[src/rtl/product_spi_tx_ctrl.sv]
// SPI mode-0 transmitter for the 64-bit multiplier product.
// Selects the MSB word, then the LSB word, through the external mux and
// shifts both out MSB first as one continuous cs_n-framed 2*WORD_W-bit frame.
module product_spi_tx_ctrl #(
  parameter int CLK_DIV = 4,
  parameter int WORD_W  = 32
) (
  input  logic              clk,
  input  logic              rst_n,
  input  logic              start_valid,
  output logic              start_ready,
  input  logic [WORD_W-1:0] mux_out,
  output logic              clk_sel,
  output logic              sclk,
  output logic              cs_n,
  output logic              mosi,
  output logic              busy,
  output logic              done
);

  localparam int DIV_W = $clog2(CLK_DIV) + 1;
  localparam int BIT_W = (WORD_W > 1) ? $clog2(WORD_W) : 1;
  localparam logic [DIV_W-1:0] DIV_LAST = DIV_W'(CLK_DIV - 1);
  localparam logic [BIT_W-1:0] BIT_LAST = BIT_W'(WORD_W - 1);

  typedef enum logic [2:0] {
    IDLE, LOAD_MSB, SHIFT_MSB, LOAD_LSB, SHIFT_LSB, DONE
  } state_t;

  state_t            state;
  logic [DIV_W-1:0]  div;
  logic [BIT_W-1:0]  bit_cnt;
  logic [WORD_W-1:0] sh;

  // mosi is the shift register MSB: a flop output, so it cannot glitch,
  // and clearing the register drives the idle level.
  assign mosi = sh[WORD_W-1];

  // Frame sequencer: one FSM owns the divider, bit counter, shifter and outputs
  always_ff @(posedge clk or negedge rst_n) begin
    if (!rst_n) begin
      state       <= IDLE;
      div         <= '0;
      bit_cnt     <= '0;
      sh          <= '0;
      start_ready <= 1'b1;
      busy        <= 1'b0;
      done        <= 1'b0;
      cs_n        <= 1'b1;
      sclk        <= 1'b0;
      clk_sel     <= 1'b0;
    end else begin
      case (state)
        IDLE: begin
          if (start_valid) begin
            state       <= LOAD_MSB;
            start_ready <= 1'b0;
            busy        <= 1'b1;
          end
        end
        // Load cycles: mux already points at the right word
        LOAD_MSB, LOAD_LSB: begin
          sh      <= mux_out;
          cs_n    <= 1'b0;
          sclk    <= 1'b0;
          div     <= '0;
          bit_cnt <= '0;
          state   <= (state == LOAD_MSB) ? SHIFT_MSB : SHIFT_LSB;
        end
        SHIFT_MSB, SHIFT_LSB: begin
          if (div == DIV_LAST) begin
            div  <= '0;
            sclk <= ~sclk;
            // High->low edge closes a bit slot
            if (sclk) begin
              if (bit_cnt == BIT_LAST) begin
                bit_cnt <= '0;
                if (state == SHIFT_MSB) begin
                  clk_sel <= 1'b1;
                  state   <= LOAD_LSB;
                end else begin
                  done  <= 1'b1;
                  state <= DONE;
                end
              end else begin
                bit_cnt <= bit_cnt + 1'b1;
                sh      <= {sh[WORD_W-2:0], 1'b0};
              end
            end
          end else begin
            div <= div + 1'b1;
          end
        end
        // Frame closes on DONE exit so cs_n is high only in DONE->IDLE->LOAD
        DONE: begin
          done        <= 1'b0;
          cs_n        <= 1'b1;
          sh          <= '0;
          clk_sel     <= 1'b0;
          start_ready <= 1'b1;
          busy        <= 1'b0;
          state       <= IDLE;
        end
        default: state <= IDLE;
      endcase
    end
  end

endmodule

[config.mk]
export PLATFORM = sky130hd
export DESIGN_NAME = product_spi_tx_ctrl
export DESIGN_NICKNAME = d
export VERILOG_FILES = /design/src/rtl/product_spi_tx_ctrl.sv
export SDC_FILE = /design/constraint.sdc
export NUM_CORES = 1
export LEC_CHECK = 0
export ABC_CLOCK_PERIOD_IN_PS = 2100
export CORE_ASPECT_RATIO = 1.4
export CORE_UTILIZATION = 55
export CTS_BUF_LIST = sky130_fd_sc_hd__clkbuf_2 sky130_fd_sc_hd__clkbuf_4 sky130_fd_sc_hd__clkbuf_8
export DETAILED_ROUTE_END_ITERATION = 12
export PLACE_DENSITY_LB_ADDON = 0.2
export RECOVER_POWER = 25
export REMOVE_ABC_BUFFERS = 1
export SLEW_MARGIN = 20
export SYNTH_ARGS = -nofsm -noshare
export SYNTH_HDL_FRONTEND = slang
export SYNTH_SLANG_ARGS = --single-unit
[constraint.sdc]
create_clock -name clk -period 2.1 [get_ports clk]
set_input_delay 0.21 -clock clk [delete_from_list [all_inputs] [get_ports clk]]
set_output_delay 0.21 -clock clk [all_outputs]
set_load 0.02 [all_outputs]
==> results of run 1 <==
## layout make-up
class,count,area share [%]
tap,62,2.311
clock buffer,5,2.050
clock inverter,3,1.938
inverter,33,3.690
multi-input combinational,163,36.86
sequential,49,36.60
timing repair buffer,58,16.55
## flip-flops by register name, summed over array words and instances (netlist names)
register / flops
start_ready: 1
busy: 1
cs_n: 1
bit_cnt: 5
sh: 32
clk_sel: 1
state: 3
div: 3
done: 1
sclk: 1
## placed cells by master, fill, tap and decap left out, types with 3 or more instances in the layout
cell type,count
o21ai_0,5
a31oi_1,3
a211oi_1,31
clkbuf_8,5
a21oi_1,5
nor2b_1,5
clkdlybuf4s50_1,40
a32o_1,3
nor2_1,7
buf_4,14
and2_1,31
nand2b_1,3
dfrtp_1,47
ha_1,3
nand2_1,6
o32a_1,31
inv_1,33
## metrics by stage
step           utilization, %  instance area (sq um)
2_1_floorplan               -                   2567
5_1_grt                 72.28                   3357
3_3_place_gp            68.80                   3196
4_1_cts                 71.69                   3329
3_5_place_dp            68.80                   3196
6_report                72.28                   3357
## worst register-to-register path, delay by kind of cell, from the launching register on
family / cells / cell delay, ns
AOI/OAI and AO/OA: 1 / 0.19
DFF: 1 / 0.43
adders and majority gates: 2 / 0.45
and+or+nand+nor: 3 / 0.97
## final timing paths
path | to | cells past startpoint
max in group asynchronous | sh[15] | 2
min reg2reg | sh[11] | 1
max reg2reg | bit_cnt[2] | 6
min | state[1] | 2
max | bit_cnt[2] | 6
min in group clk | sh[0] | 3
## layer usage
metal / vias up / wire length [um]
met2: 50 / 3106
met1: 1103 / 2631
met3: 15 / 142
met5: - / 0
li1: 1064 / -
met4: 0 / 171
## power by group
part	switching, mW	leakage (nW)	internal [mW]
clock network	0.311	0.0681	0.473
logic	0.0378	0.782	0.0757
registers	0.0147	0.597	0.968
total	0.364	1.45	1.52
## kinds of logic after synthesis
kind of cell,count (synthesis)
AOI/OAI and AO/OA,90
and+or+nand+nor,68
adders and majority gates,3
DFF,49
buffers and inverters,58
xor gates and xnor gates,2
## timing repair
item	CTS	global route
setup endpoints to repair	0	2
setup buffers	0	2
resized for setup	0	3
==> results.md, run 1 <==
- Post-CTS Hold Fix Bufs: 0
- Hold Path Class: in -> async
- H-tree depth: 2
- # rows: 29
- Initial antenna violation count: 0
- TritonCTS Sinks: a little under 50
- Ys async rst share: 100.0%
- Number of synthesized register bits: between 40 and 50
- Slew margin rel.: a little under a fifth
- Syn Area/Cell: 10.07 sq um
- Most common flop cell mapped by yosys: dfrtp_1
- Worst Setup Start Kind: flop
- Wirelength per Cell: 16.22 um
- PortBufs: 41
- Initial Util: 58.57%
- Post-Route WL: 6051 um
- Register area: 1229 sq um
- Initial DRC Count: around 130
- Area leader, netlist: dfrtp_1
- First-pass GRT wire length: about 10000 um
- # setup viols final: 0
- Placed cell count: roughly 360
- Most common cell in the netlist: dfrtp_1
- Count of different cell masters after synthesis: just over 40
- HPWL reported at the end of detailed placement: 3863 um
- Die Span X: 61.44 um
- Drc violations: 0
- Critical path origin: bit_cnt[0]
- Slowest stage delay, CP: roughly 0.54 ns
- Flop-to-flop setup slack: ~0.0015 ns
- Io pins: 42
- Clk_lat worst skew: about 0.31 ns
- Met2 GRT Util: 43.68%
- CTS tree: done
- Crit Path Class: reg -> reg
- Placeable Area: around 4600 sq um
- Cell count after synthesis: 270
- Share of the synthesized area in the top cell type: between 40 and 50%
- Leak: ~1.4 nW
- Vias/cell: approximately 6
- F_max: approximately 480 MHz
- Place WS: around 0.066 ns
- Fin Setup TNS: 0 ns
- Mapped cell area: around 2700 sq um
- Largest net degree at the start of global routing: 50
- Placer Congestion: a little over 0.8
- Crit-path slowest cell: or4bb_4
- Grt met1 use: roughly a third
- Die area: 5235 sq um
- Area delta synth->final: 23.41%
- Clk pin slew, worst setup/hold paths: 0.09 ns
- GR peak layer: met2
- Final worst path period need: roughly 2.1 ns
- PwrDens: between 500 and 600 nW/um^2
- Clock root cell: clkbuf_8
- Max-slew violations: 0
- Pre-antenna DRT Iters: 4
- Post-synth EDFFs: 0
- Worst-margin pin slew: around 1.2 ns
- Worst Skew: 0.006965 ns
- Worst r2r src: bit_cnt[0]
- DIE HEIGHT: between 80 and 90 um
- Synth Area in Adders: roughly 1.4%
- Outcome: completed
- Num CTS Buffers: 5
- Largest family of logic cells by synthesized area: compound AO/OA/AOI/OAI gates
- Design Power: 1.881 mW
- Peak VDD IR: between 500 and 600 uV
- Number of diodes: 0
- Min setup slack post-route: around 0.0015 ns
- Post-Synth XOR/XNOR Area: less than 1%
- Worst hold slack: approximately 0.22 ns
- Top delay family on crit path: simple AND/OR/NAND/NOR gates
- Most numerous cell on the critical path: ha_1
- Fillers: 396
- CTS Buffer Depth: 2
- CP arrival: 2.34 ns
- Required @ worst endpoint: roughly 2.4 ns
- Mux cell area share after synthesis: 0%
- GRT Util Overall: 25.88%
- Critical Path Fanout Max: 4
- Ys Warns: 0
- Grt ovf: 0
- Synth top area cells: dfrtp_1, o32a_1, a211oi_1
- Fraction of layout cells with a size suffix above 1: between 10% and 20%
- Multi-input gate area: 1237 sq um
- Simple-gate share of the synthesized area: 15.04%
- Number of global-route vias before repair: ~2300
- Register area share after synthesis: 45.17%
- Post-layout net count: 348
- Compound-Gate Fraction of Synth Area: 27.60%
- Max Cap Viol: 0
- Fin. Hold Viols: 0
- WP buf/inv: 0
- Tcrit/Tclk final: 99.93%
- Commonest cells in the synthesized netlist: dfrtp_1, inv_1, a211oi_1, and2_1, o32a_1
- Vias: between 2000 and 2500
- Number of routed nets with antenna violations: 0
- Met3 Use GR: ~5%
- Finished Layout Cells: approximately 370
- Crit end category: flop
- Critical-path cell list: ha_1 -> and3_1 -> ha_1 -> or4bb_4 -> nor3b_2 -> a221o_1
No activity file was read; power rests on OpenSTA's default activity.
==> inputs of run 2 (changes only) <==
--- a/config.mk
+++ b/config.mk
@@ -6,6 +6,7 @@
 export NUM_CORES = 1
 export LEC_CHECK = 0
 export ABC_CLOCK_PERIOD_IN_PS = 2100
+export CAP_MARGIN = 20
 export CORE_ASPECT_RATIO = 1.4
 export CORE_UTILIZATION = 55
 export CTS_BUF_LIST = sky130_fd_sc_hd__clkbuf_2 sky130_fd_sc_hd__clkbuf_4 sky130_fd_sc_hd__clkbuf_8
==> results of run 2 <==
No change in the layout: final DEF, timing and power equal those of run 1.
